### src/rtl/branch_resolution_unit_pkg.sv
// rtl/branch_resolution_unit_pkg.sv - shared types and helpers for the branch resolution unit
// Purpose: widths, lane/update/payload structs, FSM state enum and the 2-bit
// saturating PHT counter update used by the resolution unit and its FIFO.
package branch_resolution_unit_pkg;

    localparam int ISSUE_WIDTH   = 2;
    localparam int ADDR_WIDTH    = 32;
    localparam int AL_PTR_WIDTH  = 6;
    localparam int PHT_IDX_WIDTH = 10;
    localparam int GHR_WIDTH     = 10;
    localparam int UPD_DEPTH     = 8;
    localparam int UPD_WIDTH     = PHT_IDX_WIDTH + 2;
    localparam int LANE_CNT_W    = $clog2(ISSUE_WIDTH + 1);

    typedef struct packed {
        logic                     valid;
        logic                     mispred;
        logic                     isCond;
        logic                     execTaken;
        logic [ADDR_WIDTH-1:0]    nextAddr;
        logic [AL_PTR_WIDTH-1:0]  alPtr;
        logic [PHT_IDX_WIDTH-1:0] phtIdx;
        logic [1:0]               phtPrev;
        logic [GHR_WIDTH-1:0]     ghist;
    } laneResult_t;

    typedef struct packed {
        logic [PHT_IDX_WIDTH-1:0] idx;
        logic [1:0]               value;
    } phtUpdate_t;

    // Recovery payload: what is held in REQ and what waits in the deferred slot.
    typedef struct packed {
        logic [ADDR_WIDTH-1:0]   target;
        logic [AL_PTR_WIDTH-1:0] alPtr;
        logic [GHR_WIDTH-1:0]    ghist;
    } recPayload_t;

    typedef enum logic [1:0] {
        IDLE = 2'd0,
        REQ  = 2'd1,
        WAIT = 2'd2
    } bruState_t;

    function automatic logic [1:0] satUpdate(input logic [1:0] prev, input logic taken);
        if (taken) begin
            return (prev == 2'd3) ? 2'd3 : prev + 2'd1;
        end
        return (prev == 2'd0) ? 2'd0 : prev - 2'd1;
    endfunction

endpackage

### src/rtl/branch_resolution_unit_if.sv
// rtl/branch_resolution_unit_if.sv - branch result, recovery and PHT update bus
// Purpose: bundles the execution-stage branch results, the recovery manager
// handshake, the PHT update handshake and the drop counter.
// master: the resolution unit (consumes br_*, drives rec_*/upd_*/drop_count).
// slave : the surrounding pipeline / recovery manager / predictor.
interface branch_resolution_unit_if;
    import branch_resolution_unit_pkg::*;

    logic [AL_PTR_WIDTH-1:0]               al_head_ptr;
    logic [ISSUE_WIDTH-1:0]                br_valid;
    logic [ISSUE_WIDTH-1:0]                br_mispred;
    logic [ISSUE_WIDTH-1:0]                br_is_cond;
    logic [ISSUE_WIDTH-1:0]                br_exec_taken;
    logic [ISSUE_WIDTH*ADDR_WIDTH-1:0]     br_next_addr;
    logic [ISSUE_WIDTH*AL_PTR_WIDTH-1:0]   br_al_ptr;
    logic [ISSUE_WIDTH*PHT_IDX_WIDTH-1:0]  br_pht_idx;
    logic [ISSUE_WIDTH*2-1:0]              br_pht_prev;
    logic [ISSUE_WIDTH*GHR_WIDTH-1:0]      br_ghist;

    logic                                  rec_req;
    logic [ADDR_WIDTH-1:0]                 rec_target;
    logic [AL_PTR_WIDTH-1:0]               rec_al_ptr;
    logic [GHR_WIDTH-1:0]                  rec_ghist;
    logic                                  rec_ack;
    logic                                  rec_done;

    logic                                  upd_valid;
    logic [PHT_IDX_WIDTH-1:0]              upd_idx;
    logic [1:0]                            upd_value;
    logic                                  upd_ready;
    logic [15:0]                           drop_count;

    modport master (
        input  al_head_ptr, br_valid, br_mispred, br_is_cond, br_exec_taken,
               br_next_addr, br_al_ptr, br_pht_idx, br_pht_prev, br_ghist,
               rec_ack, rec_done, upd_ready,
        output rec_req, rec_target, rec_al_ptr, rec_ghist,
               upd_valid, upd_idx, upd_value, drop_count
    );

    modport slave (
        output al_head_ptr, br_valid, br_mispred, br_is_cond, br_exec_taken,
               br_next_addr, br_al_ptr, br_pht_idx, br_pht_prev, br_ghist,
               rec_ack, rec_done, upd_ready,
        input  rec_req, rec_target, rec_al_ptr, rec_ghist,
               upd_valid, upd_idx, upd_value, drop_count
    );

endinterface

### src/rtl/branch_update_fifo.sv
// rtl/branch_update_fifo.sv - multi-push, single-pop FIFO for PHT updates
// Purpose: accepts up to LANES pushes per cycle in lane order, pops one entry.
// Ports: clk, rst (sync active-high), pushValid/pushData (per lane),
// pushAccepted (number of lanes written), popValid/popData/popReady (head).
module branch_update_fifo #(
    parameter int LANES = 2,
    parameter int DEPTH = 8,
    parameter int WIDTH = 12,
    parameter int AW    = $clog2(LANES + 1)
) (
    input  logic                        clk,
    input  logic                        rst,
    input  logic [LANES-1:0]            pushValid,
    input  logic [LANES-1:0][WIDTH-1:0] pushData,
    output logic [AW-1:0]               pushAccepted,
    output logic                        popValid,
    output logic [WIDTH-1:0]            popData,
    input  logic                        popReady
);
    localparam int PW = $clog2(DEPTH);
    localparam int CW = PW + 1;

    logic [WIDTH-1:0] mem [DEPTH];
    logic [PW-1:0]    wrPtr;
    logic [PW-1:0]    rdPtr;
    logic [CW-1:0]    count;
    logic [CW-1:0]    free;
    logic             popFire;
    logic [AW-1:0]    nAcc;
    logic [LANES-1:0] wrEn;
    logic [PW-1:0]    wrAddr [LANES];

    assign popValid = (count != '0);
    assign popFire  = popValid && popReady;
    // Storage is not reset, so the head is masked while empty.
    assign popData  = popValid ? mem[rdPtr] : '0;

    // A same-cycle pop frees a slot; lanes are packed densely, lowest first.
    always_comb begin
        free = CW'(DEPTH) - count + CW'(popFire);
        nAcc = '0;
        for (int l = 0; l < LANES; l++) begin
            wrEn[l]   = 1'b0;
            wrAddr[l] = wrPtr + PW'(nAcc);
            if (pushValid[l] && (CW'(nAcc) < free)) begin
                wrEn[l] = 1'b1;
                nAcc    = nAcc + AW'(1);
            end
        end
    end

    assign pushAccepted = nAcc;

    always_ff @(posedge clk) begin
        for (int l = 0; l < LANES; l++) begin
            if (wrEn[l]) begin
                mem[wrAddr[l]] <= pushData[l];
            end
        end
    end

    always_ff @(posedge clk) begin
        if (rst) begin
            wrPtr <= '0;
            rdPtr <= '0;
            count <= '0;
        end else begin
            wrPtr <= wrPtr + PW'(nAcc);
            rdPtr <= rdPtr + PW'(popFire);
            count <= count + CW'(nAcc) - CW'(popFire);
        end
    end

endmodule

### src/rtl/branch_resolution_unit.sv
// rtl/branch_resolution_unit.sv - oldest-mispredict recovery and PHT update drain
// Purpose: picks the oldest mispredicted branch each cycle, holds a recovery
// request until acked, defers older mispredicts seen during a flush, and
// queues conditional-branch PHT updates for the predictor.
// Ports: clk, rst (sync active-high), bus (branch_resolution_unit_if.master).
module branch_resolution_unit
    import branch_resolution_unit_pkg::*;
(
    input  logic                            clk,
    input  logic                            rst,
    branch_resolution_unit_if.master        bus
);
    laneResult_t             lanes [ISSUE_WIDTH];
    logic                    candValid;
    recPayload_t             cand;
    logic [AL_PTR_WIDTH-1:0] candAge;
    logic [AL_PTR_WIDTH-1:0] laneAge;
    logic [AL_PTR_WIDTH-1:0] heldAge;
    logic [AL_PTR_WIDTH-1:0] deferredAge;
    logic                    candOlderHeld;
    logic                    newDeferredValid;
    recPayload_t             newDeferred;

    bruState_t               state;
    logic                    recReq;
    recPayload_t             held;
    logic                    deferredValid;
    recPayload_t             deferred;

    always_comb begin
        for (int l = 0; l < ISSUE_WIDTH; l++) begin
            lanes[l].valid     = bus.br_valid[l];
            lanes[l].mispred   = bus.br_mispred[l];
            lanes[l].isCond    = bus.br_is_cond[l];
            lanes[l].execTaken = bus.br_exec_taken[l];
            lanes[l].nextAddr  = bus.br_next_addr[l*ADDR_WIDTH +: ADDR_WIDTH];
            lanes[l].alPtr     = bus.br_al_ptr[l*AL_PTR_WIDTH +: AL_PTR_WIDTH];
            lanes[l].phtIdx    = bus.br_pht_idx[l*PHT_IDX_WIDTH +: PHT_IDX_WIDTH];
            lanes[l].phtPrev   = bus.br_pht_prev[l*2 +: 2];
            lanes[l].ghist     = bus.br_ghist[l*GHR_WIDTH +: GHR_WIDTH];
        end
    end

    // Ages are distances from the active-list head, so wrap-around is handled
    // by the modular subtraction. Strict '<' lets the lower lane win ties.
    always_comb begin
        candValid = 1'b0;
        cand      = '0;
        candAge   = '0;
        laneAge   = '0;
        for (int l = 0; l < ISSUE_WIDTH; l++) begin
            laneAge = lanes[l].alPtr - bus.al_head_ptr;
            if (lanes[l].valid && lanes[l].mispred && (!candValid || laneAge < candAge)) begin
                candValid    = 1'b1;
                candAge      = laneAge;
                cand.target  = lanes[l].nextAddr;
                cand.alPtr   = lanes[l].alPtr;
                cand.ghist   = lanes[l].ghist;
            end
        end
    end

    assign heldAge       = held.alPtr - bus.al_head_ptr;
    assign deferredAge   = deferred.alPtr - bus.al_head_ptr;
    assign candOlderHeld = candValid && (candAge < heldAge);

    // Deferred slot after this cycle's candidate: keeps the oldest mispredict
    // that is older than the payload already handed to the recovery manager.
    always_comb begin
        newDeferredValid = deferredValid;
        newDeferred      = deferred;
        if (candOlderHeld && (!deferredValid || candAge < deferredAge)) begin
            newDeferredValid = 1'b1;
            newDeferred      = cand;
        end
    end

    always_ff @(posedge clk) begin
        if (rst) begin
            state         <= IDLE;
            recReq        <= 1'b0;
            held          <= '0;
            deferredValid <= 1'b0;
            deferred      <= '0;
        end else begin
            case (state)
                IDLE: begin
                    if (candValid) begin
                        held   <= cand;
                        recReq <= 1'b1;
                        state  <= REQ;
                    end
                end
                REQ: begin
                    if (bus.rec_ack) begin
                        // The held payload is what got accepted; an older
                        // candidate in the ack cycle waits for the flush.
                        deferredValid <= newDeferredValid;
                        deferred      <= newDeferred;
                        recReq        <= 1'b0;
                        state         <= WAIT;
                    end else if (candOlderHeld) begin
                        held <= cand;
                    end
                end
                WAIT: begin
                    if (bus.rec_done) begin
                        if (newDeferredValid) begin
                            held   <= newDeferred;
                            recReq <= 1'b1;
                            state  <= REQ;
                        end else begin
                            state  <= IDLE;
                        end
                        deferredValid <= 1'b0;
                    end else begin
                        deferredValid <= newDeferredValid;
                        deferred      <= newDeferred;
                    end
                end
                default: begin
                    state  <= IDLE;
                    recReq <= 1'b0;
                end
            endcase
        end
    end

    assign bus.rec_req    = recReq;
    assign bus.rec_target = held.target;
    assign bus.rec_al_ptr = held.alPtr;
    assign bus.rec_ghist  = held.ghist;

    logic [ISSUE_WIDTH-1:0]                pushValid;
    logic [ISSUE_WIDTH-1:0][UPD_WIDTH-1:0] pushData;
    logic [LANE_CNT_W-1:0]                 numPush;
    logic [LANE_CNT_W-1:0]                 accepted;
    logic [LANE_CNT_W-1:0]                 dropped;
    logic [UPD_WIDTH-1:0]                  headData;
    phtUpdate_t                            headEntry;
    logic [15:0]                           dropCount;
    logic [16:0]                           dropSum;

    always_comb begin
        numPush = '0;
        for (int l = 0; l < ISSUE_WIDTH; l++) begin
            pushValid[l] = lanes[l].valid && lanes[l].isCond;
            pushData[l]  = phtUpdate_t'{idx:   lanes[l].phtIdx,
                                        value: satUpdate(lanes[l].phtPrev, lanes[l].execTaken)};
            numPush      = numPush + LANE_CNT_W'(pushValid[l]);
        end
    end

    branch_update_fifo #(
        .LANES (ISSUE_WIDTH),
        .DEPTH (UPD_DEPTH),
        .WIDTH (UPD_WIDTH),
        .AW    (LANE_CNT_W)
    ) updateFifo (
        .clk          (clk),
        .rst          (rst),
        .pushValid    (pushValid),
        .pushData     (pushData),
        .pushAccepted (accepted),
        .popValid     (bus.upd_valid),
        .popData      (headData),
        .popReady     (bus.upd_ready)
    );

    assign headEntry     = phtUpdate_t'(headData);
    assign bus.upd_idx   = headEntry.idx;
    assign bus.upd_value = headEntry.value;

    assign dropped = numPush - accepted;
    assign dropSum = {1'b0, dropCount} + 17'(dropped);

    always_ff @(posedge clk) begin
        if (rst) begin
            dropCount <= '0;
        end else begin
            dropCount <= dropSum[16] ? 16'hFFFF : dropSum[15:0];
        end
    end

    assign bus.drop_count = dropCount;

endmodule

### src/flat_wrapper.sv
// flat-port wrapper written by rule: the top's interface ports become plain ports
module branch_resolution_unit_flat import branch_resolution_unit_pkg::*;
  (clk, rst, bus_al_head_ptr, bus_br_valid, bus_br_mispred, bus_br_is_cond, bus_br_exec_taken, bus_br_next_addr, bus_br_al_ptr, bus_br_pht_idx, bus_br_pht_prev, bus_br_ghist, bus_rec_ack, bus_rec_done, bus_upd_ready, bus_rec_req, bus_rec_target, bus_rec_al_ptr, bus_rec_ghist, bus_upd_valid, bus_upd_idx, bus_upd_value, bus_drop_count);
  branch_resolution_unit_if bus_i ();
  input  logic clk;
  input  logic rst;
  input wire logic [$bits(bus_i.al_head_ptr)-1:0] bus_al_head_ptr;
  input wire logic [$bits(bus_i.br_valid)-1:0] bus_br_valid;
  input wire logic [$bits(bus_i.br_mispred)-1:0] bus_br_mispred;
  input wire logic [$bits(bus_i.br_is_cond)-1:0] bus_br_is_cond;
  input wire logic [$bits(bus_i.br_exec_taken)-1:0] bus_br_exec_taken;
  input wire logic [$bits(bus_i.br_next_addr)-1:0] bus_br_next_addr;
  input wire logic [$bits(bus_i.br_al_ptr)-1:0] bus_br_al_ptr;
  input wire logic [$bits(bus_i.br_pht_idx)-1:0] bus_br_pht_idx;
  input wire logic [$bits(bus_i.br_pht_prev)-1:0] bus_br_pht_prev;
  input wire logic [$bits(bus_i.br_ghist)-1:0] bus_br_ghist;
  input wire logic [$bits(bus_i.rec_ack)-1:0] bus_rec_ack;
  input wire logic [$bits(bus_i.rec_done)-1:0] bus_rec_done;
  input wire logic [$bits(bus_i.upd_ready)-1:0] bus_upd_ready;
  output wire logic [$bits(bus_i.rec_req)-1:0] bus_rec_req;
  output wire logic [$bits(bus_i.rec_target)-1:0] bus_rec_target;
  output wire logic [$bits(bus_i.rec_al_ptr)-1:0] bus_rec_al_ptr;
  output wire logic [$bits(bus_i.rec_ghist)-1:0] bus_rec_ghist;
  output wire logic [$bits(bus_i.upd_valid)-1:0] bus_upd_valid;
  output wire logic [$bits(bus_i.upd_idx)-1:0] bus_upd_idx;
  output wire logic [$bits(bus_i.upd_value)-1:0] bus_upd_value;
  output wire logic [$bits(bus_i.drop_count)-1:0] bus_drop_count;
  assign bus_i.al_head_ptr = bus_al_head_ptr;
  assign bus_i.br_valid = bus_br_valid;
  assign bus_i.br_mispred = bus_br_mispred;
  assign bus_i.br_is_cond = bus_br_is_cond;
  assign bus_i.br_exec_taken = bus_br_exec_taken;
  assign bus_i.br_next_addr = bus_br_next_addr;
  assign bus_i.br_al_ptr = bus_br_al_ptr;
  assign bus_i.br_pht_idx = bus_br_pht_idx;
  assign bus_i.br_pht_prev = bus_br_pht_prev;
  assign bus_i.br_ghist = bus_br_ghist;
  assign bus_i.rec_ack = bus_rec_ack;
  assign bus_i.rec_done = bus_rec_done;
  assign bus_i.upd_ready = bus_upd_ready;
  assign bus_rec_req = bus_i.rec_req;
  assign bus_rec_target = bus_i.rec_target;
  assign bus_rec_al_ptr = bus_i.rec_al_ptr;
  assign bus_rec_ghist = bus_i.rec_ghist;
  assign bus_upd_valid = bus_i.upd_valid;
  assign bus_upd_idx = bus_i.upd_idx;
  assign bus_upd_value = bus_i.upd_value;
  assign bus_drop_count = bus_i.drop_count;
  branch_resolution_unit u_core (.clk(clk), .rst(rst), .bus(bus_i));
endmodule
### config.mk
export PLATFORM = sky130hd
export DESIGN_NAME = branch_resolution_unit_flat
export DESIGN_NICKNAME = d
export VERILOG_FILES = /design/src/rtl/branch_resolution_unit_pkg.sv /design/src/rtl/branch_resolution_unit_if.sv /design/src/rtl/branch_update_fifo.sv /design/src/rtl/branch_resolution_unit.sv /design/src/flat_wrapper.sv
export SDC_FILE = /design/constraint.sdc
export NUM_CORES = 1
export LEC_CHECK = 0
export CORE_MARGIN = 2
export CORE_UTILIZATION = 47
export CTS_CLUSTER_SIZE = 24
export DETAILED_ROUTE_END_ITERATION = 12
export PLACE_DENSITY = 0.73
export SETUP_SLACK_MARGIN = 0.2
export SLEW_MARGIN = 30
export SYNTH_ARGS = -nofsm -noshare
export SYNTH_HDL_FRONTEND = slang
export SYNTH_SLANG_ARGS = --single-unit
### constraint.sdc
create_clock -name clk -period 8.3 [get_ports clk]
set_input_delay 1.66 -clock clk [delete_from_list [all_inputs] [get_ports clk]]
set_output_delay 1.66 -clock clk [all_outputs]
set_load 0.02 [all_outputs]
==> results.toml, run 1 <==
[outcome]
status = "finished clean"

[yosys]
ys.flop_type = "dfxtp_1"
syn_avg_cell_area_um2 = 11.1
syn_area_um2 = 12300
seq_area_frac_synth_pct = 43.9
ys_types = 59
netlist_instances = 1111
ys_warn_count = 0
syn_nets = 1307
postSynth.asyncResetShare_pct = 0
synth_seq_cells = 222
synth_edf_count = 96

[floorplanning]
dieArea_um2 = 27500
row_count = 59
dieHeight_um = 166
die_w_um = 166
ios = 217
core_um2 = 25900
start_util_pct = 47.5

[sta]
relSlewSlack_pct = 31.2
skew_ns = 0.0123
hold_viol_final = 0
drv_slew = 0
tightest_slew_ns = 1.03
finalWorstSetupSlack_ns = 1.32
tns_ns = 0
fin_crit_ns = 6.98
fmax_mhz = 143
rsz0062_at_grt = "false"
period_share_pct = 84.1
setup_violations = 0

[worst_setup_path]
crit_type = "input port to register"
cp-end-kind = "register"
reg2reg_from = "u_core.updateFifo.count[2]$_SDFF_PP0_"
r2r-end = "u_core.bus.drop_count[0]$_SDFF_PP0_"
path_max_fanout = 33
crit_arrival_ns = 7.43
ff2ff_path_depth = 24
r2r_slack_ns = 2.43
startpoint_type = "input port"
crit_required_ns = 8.76

[layout]
fin_cells = 1665
multi_input_area_um2 = 6480
fin_nets = 1507
final_layout_size_suffix_gt1_share_pct = 16.5
area.growth.synth_to_final_pct = 26.8
seqCellArea_um2 = 5410
nFillCells = 2125

[route]
routed_wl_um = 31900
drcViolationCount = 0
drt-pass1-iter-count = 4
vias_per_cell = 5.47
num_vias = 9108
ant_nets = 0
drt_iter0_drc = 625
routedWlPerCell_um = 19.2

[clocking]
cts_hold_buffers = 0
cts_max_path_buffers = 3
cts_buffers = 25
clkTransAtPathRegs_ns = 0.06
cts_tree = "yes"
h-tree-depth = 1
cts_root_buf = "clkbuf_16"
clock_latency_ns = 0.54
cts_sinks = 222
cts-resized-gates = 0
postCtsSetupBuffers = 0

[grt]
gr-total-overflow = 0
grt_pass1_vias = 9032
grt_first_pass_wirelength_um = 50700
grt_max_degree = 80
grtUsageTotal_pct = 22.8
antenna_found_initial = 1

[min_path]
hold_depth = 1
hold_class = "register to register"
min_from = "u_core.bus.rec_target[0]$_SDFFE_PP0P_"
whs_endpoint = "u_core.bus.rec_target[0]$_SDFFE_PP0P_"

[place]
post-place-cells = 1619
port_buffers = 216
dp_slack_ns = 0.768
hpwl_um = 21600
globalplace.congestion = 0.838

[power_and_ir_drop]
p_leak_nw = 5.67
power_density_nw_per_um2 = 224
vdd_drop_max_mv = 0.182

[flow_run]
maxCapViolations = 0
==> worst max path at each step <==
stage / from / endpoint / slack, ns
after detailed placement: bus_al_head_ptr[1] / u_core.bus.rec_target[17]$_SDFFE_PP0P_ / 0.77
after CTS: bus_al_head_ptr[1] / u_core.bus.rec_target[11]$_SDFFE_PP0P_ / 1.31
after global routing: bus_al_head_ptr[1] / u_core.bus.rec_target[7]$_SDFFE_PP0P_ / 0.86
after global placement: bus_al_head_ptr[1] / u_core.bus.rec_target[15]$_SDFFE_PP0P_ / 0.98
after floorplan: bus_al_head_ptr[1] / u_core.deferred[34]$_SDFFE_PP0P_ / 1.54
final: bus_al_head_ptr[1] / u_core.bus.rec_target[11]$_SDFFE_PP0P_ / 1.32
==> synthesized netlist by cell type (8+ instances only) <==
library cell / instances / share of area (%)
nand3_1: 57 / 2.3
clkbuf_1: 28 / 0.85
xnor2_1: 22 / 1.6
buf_1: 17 / 0.52
a21oi_1: 36 / 1.5
mux2_2: 88 / 8.1
nor3_1: 8 / 0.33
o2bb2ai_1: 28 / 2.0
mux4_2: 24 / 4.4
edfxtp_1: 96 / 23
o21ai_0: 13 / 0.53
nor2_1: 83 / 2.5
buf_2: 10 / 0.41
xor2_1: 17 / 1.2
inv_1: 39 / 1.2
buf_6: 9 / 0.82
nand2_1: 128 / 3.9
mux2i_1: 119 / 9.7
a21o_1: 15 / 0.92
ha_1: 50 / 5.1
o2bb2ai_2: 20 / 2.4
dfxtp_1: 126 / 21
==> layout make-up <==
type                    count  area share (%)
diodes                      1          0.0160
clock buffers              32            4.37
clock inverters            13           0.698
inverters                  39           0.939
multi-input cells         783            41.6
flip-flops and latches    222            34.7
well taps                 335            2.69
repair buffers            240            15.1
==> logic make-up (layout without fill, tap and decap cells) <==
family | count (synthesis) | count (layout) | share of synthesized area, %
xor+xnor | 39 | 39 | 2.78
fa+ha+maj | 59 | 59 | 6.39
other cells | 0 | 1 | 0
buf+inv | 106 | 324 | 3.98
mux | 232 | 232 | 22.3
compound gates | 144 | 144 | 9.71
flops | 222 | 222 | 43.9
simple gates | 309 | 309 | 10.9
==> flip-flops by register name (all words and copies together), names as in the netlist <==
register	cells
u_core.state	2
u_core.bus.rec_target	32
u_core.updateFifo.rdPtr	3
u_core.bus.drop_count	16
u_core.bus.rec_al_ptr	6
u_core.bus.rec_ghist	10
u_core.updateFifo.count	4
u_core.updateFifo.mem	96
u_core.bus.rec_req	1
u_core.updateFifo.wrPtr	3
u_core.deferredValid	1
u_core.deferred	48
==> layout by cell type (no fill, tap or decap), drive strengths merged, types with 3 or more instances in the layout <==
master / n
a21o: 15
a21oi: 36
and2: 3
and3: 7
buf: 25
clkbuf: 32
clkdlybuf4s50: 215
clkinv: 8
dfxtp: 126
edfxtp: 96
fa: 7
ha: 50
inv: 41
mux2: 89
mux2i: 119
mux4: 24
nand2: 128
nand2b: 4
nand3: 57
nand4: 3
nor2: 83
nor2b: 4
nor3: 9
nor3b: 3
o21ai: 16
o21bai: 5
o22ai: 3
o2bb2ai: 48
xnor2: 22
xor2: 17
==> per-layer routing <==
metal | wire, um | GRT usage (%)
met4 | 495 | 5.14
met3 | 1860 | 4.41
met5 | 0 | 0
met1 | 14200 | 29.9
met2 | 15400 | 39.1
==> where the power goes <==
group	switching, mW	internal (mW)
clock	0.455	0.614
combinational	0.595	0.523
sequential	0.0562	1.25
==> stage by stage <==
step                power, mW  util [%]  hold WS (ns)  cell area [um^2]
floorplan                2.04         -         0.460             12300
global placement         2.42      57.1         0.444             14800
detailed placement       2.45      57.1         0.445             14800
CTS                      3.53      60.2         0.465             15600
global route             3.68      60.2         0.471             15600
finish                   3.50      60.2         0.461             15600
==> worst max-delay path, cell delays in order <==
cell	delay [ns]
clkdlybuf4s50_1	0.40
inv_1	0.31
ha_1	0.31
nand3b_1	0.11
nand2_1	0.06
a21o_1	0.18
a21oi_1	0.17
xnor2_1	0.13
nand2_1	0.09
ha_1	0.33
a211oi_2	0.18
o211ai_1	0.18
a31oi_4	0.38
nand2_1	0.08
o21ai_0	0.13
ha_1	0.24
nor2_1	0.05
o21ai_0	0.07
mux2i_1	0.11
o221ai_2	0.19
a41oi_2	0.25
o21a_1	0.31
nor3_4	0.74
buf_4	0.56
o2bb2ai_1	0.17
Power figures use the tool's default switching activity.
==> inputs of run 2 (changes only) <==
--- a/config.mk
+++ b/config.mk
@@ -9,7 +9,7 @@
 export CORE_UTILIZATION = 47
 export CTS_CLUSTER_SIZE = 24
 export DETAILED_ROUTE_END_ITERATION = 12
-export PLACE_DENSITY = 0.73
+export PLACE_DENSITY = 0.76
 export SETUP_SLACK_MARGIN = 0.2
 export SLEW_MARGIN = 30
 export SYNTH_ARGS = -nofsm -noshare
==> constraint.sdc (replaced) <==
create_clock -name clk -period 5.9 [get_ports clk]
set_input_delay 1.18 -clock clk [delete_from_list [all_inputs] [get_ports clk]]
set_output_delay 1.18 -clock clk [all_outputs]
set_load 0.02 [all_outputs]
==> run 2 against run 1 <==
  * Via count is 3.7% higher
  * Clock skew rose by 0.0055 ns
  * Design area grew 4.6%
  * Clock-buffer cell count did not move
  * Sequential cell count stayed put
  * Clock power is 40% higher
  * Core utilization grew 2.7 points
  * Global-route usage rose by 0.40 points
  * Largest power group unchanged
==> results.toml, run 2 (same netlist as run 1, synthesis figures left out) <==
[worst_setup_path]
startpoint_type = "input port"
cp-end-kind = "register"
crit_slowest_cell = "clkdlybuf4s50_1"
crit_required_ns = 6.28
slowest_delay_ns = 0.40
path_max_fanout = 8
crit_type = "input port to register"
crit_arrival_ns = 5.96
crit_chain = "clkdlybuf4s50_1, inv_1, ha_1, inv_1, fa_1, a21o_1, a21oi_2, xnor2_2, ha_2, o21ai_0, nand2b_1, a31oi_4, buf_6, o21ai_2, ha_2, or3b_4, mux2i_2, o221ai_2, a41oi_2, and4b_4, buf_12, clkbuf_16, mux2i_1, nor2_1"

[layout]
final_common_cell = "clkdlybuf4s50_1"
largest_register_ffs = 96
final_util_pct = 62.9
num_antenna_cells = 0
nFillCells = 2072
area.growth.synth_to_final_pct = 32.6
multi_input_area_um2 = 6590
fin_area_um2 = 16300
fin_cells = 1715
mostFrequentLayoutCells = "clkdlybuf4s50_1, nand2_1, dfxtp_1, mux2i_1, edfxtp_1"
final_layout_size_suffix_gt1_share_pct = 21.2
fin_nets = 1557
seqCellArea_um2 = 5410

[floorplanning]
row_count = 59
die_w_um = 166
dieHeight_um = 166
dieArea_um2 = 27500
start_util_pct = 47.5
core_um2 = 25900
ios = 217

[sta]
hold_viol_final = 0
fmax_mhz = 179
fin_crit_ns = 5.58
relSlewSlack_pct = 38.7
skew_ns = 0.0178
rsz0062_at_grt = "false"
drv_slew = 0
tns_ns = 0
setup_violations = 0
tightest_slew_ns = 0.919
period_share_pct = 94.5

[route]
drt_iter0_drc = 587
routedWlPerCell_um = 19.4
wl_met2_um = 16200
met1_length_um = 14600
drcViolationCount = 0
top_layer = "met4"
routed_wl_um = 33200
num_vias = 9446
vias_per_cell = 5.51
ant_nets = 0
wl_met3_um = 1680
drt-pass1-iter-count = 6

[outcome]
status = "finished clean"

[clocking]
cts_max_path_buffers = 3
cts_tree = "yes"
cts_sinks = 222
cts_root_buf = "clkbuf_16"
h-tree-depth = 1
clkTransAtPathRegs_ns = 0.06
cts_hold_buffers = 0
cts_buffers = 25
clock_latency_ns = 0.52

[grt]
grt_pass1_vias = 9745
grtUsageTotal_pct = 23.2
gr-total-overflow = 0
grt_first_pass_wirelength_um = 52100
grt_max_degree = 51
antenna_found_initial = 0

[min_path]
hold_class = "register to register"

[power_and_ir_drop]
p_total_mw = 5.01
power_density_nw_per_um2 = 307
vdd_drop_max_mv = 0.277
p_leak_nw = 6.01

[place]
port_buffers = 216
dpl_cell_area_um2 = 15200
hpwl_um = 22000
post-place-cells = 1654
globalplace.congestion = 0.877

[flow_run]
maxCapViolations = 0
## run 2: cell count changes in the layout (fill, tap and decap cells not counted), moves of 6 or more
cell and delta:
a21oi_1 -6, clkbuf_16 +6, buf_12 +8, buf_4 +32
ha_1 -7, a21oi_2 +6
## run 2: final timing paths
kind                                              start                               endpoint  slack, ns  depth (start not counted)
hold / removal    u_core.bus.rec_target[9]$_SDFFE_PP0P_  u_core.bus.rec_target[9]$_SDFFE_PP0P_       0.46                          1
setup / recovery                       bus_br_al_ptr[6]       u_core.deferred[38]$_SDFFE_PP0P_       0.32                         24
setup reg to reg  u_core.updateFifo.count[2]$_SDFF_PP0_   u_core.bus.drop_count[15]$_SDFF_PP0_       1.19                         27
hold reg to reg   u_core.bus.rec_target[9]$_SDFFE_PP0P_  u_core.bus.rec_target[9]$_SDFFE_PP0P_       0.46                          1
## run 2: stage by stage
step,hold slack [ns],worst slack [ns]
3_3_place_gp,0.444,-0.130
2_1_floorplan,0.460,0.217
4_1_cts,0.465,0.310
6_report,0.460,0.322
5_1_grt,0.476,0.102
3_5_place_dp,0.446,-0.237
## run 2: cell type report
cell class	count	share of cell area, %
flip-flops and latches	222	33.2
multi-input cells	783	40.4
clock inverters	14	0.813
clock buffers	32	4.00
well taps	335	2.57
repair buffers	290	18.1
inverters	39	0.921
## run 2: repair_timing
action	4_1_cts	5_1_grt
setup endpoints to repair	0	96
buffers inserted	0	7
hold endpoints to repair	0	0
gates resized for setup	0	28
## run 2: power by group
part	internal, mW	switching [mW]
Sequential	1.76	0.0704
Combinational	0.811	0.875
Clock	0.872	0.625
## run 2: per-layer routing
layer / vias to the layer above / global-route usage [%]
met5: - / 0
met4: 0 / 6.77
met3: 55 / 3.12
met2: 277 / 40.2
met1: 4582 / 30.4
li1: 4532 / -
## run 2: critical path, delay by kind of cell
family          cells  cell delay [ns]
compound gates      7             1.24
xor+xnor            1             0.15
fa+ha+maj           4             1.05
buf+inv             6             1.05
mux                 2             0.43
simple gates        4             0.85
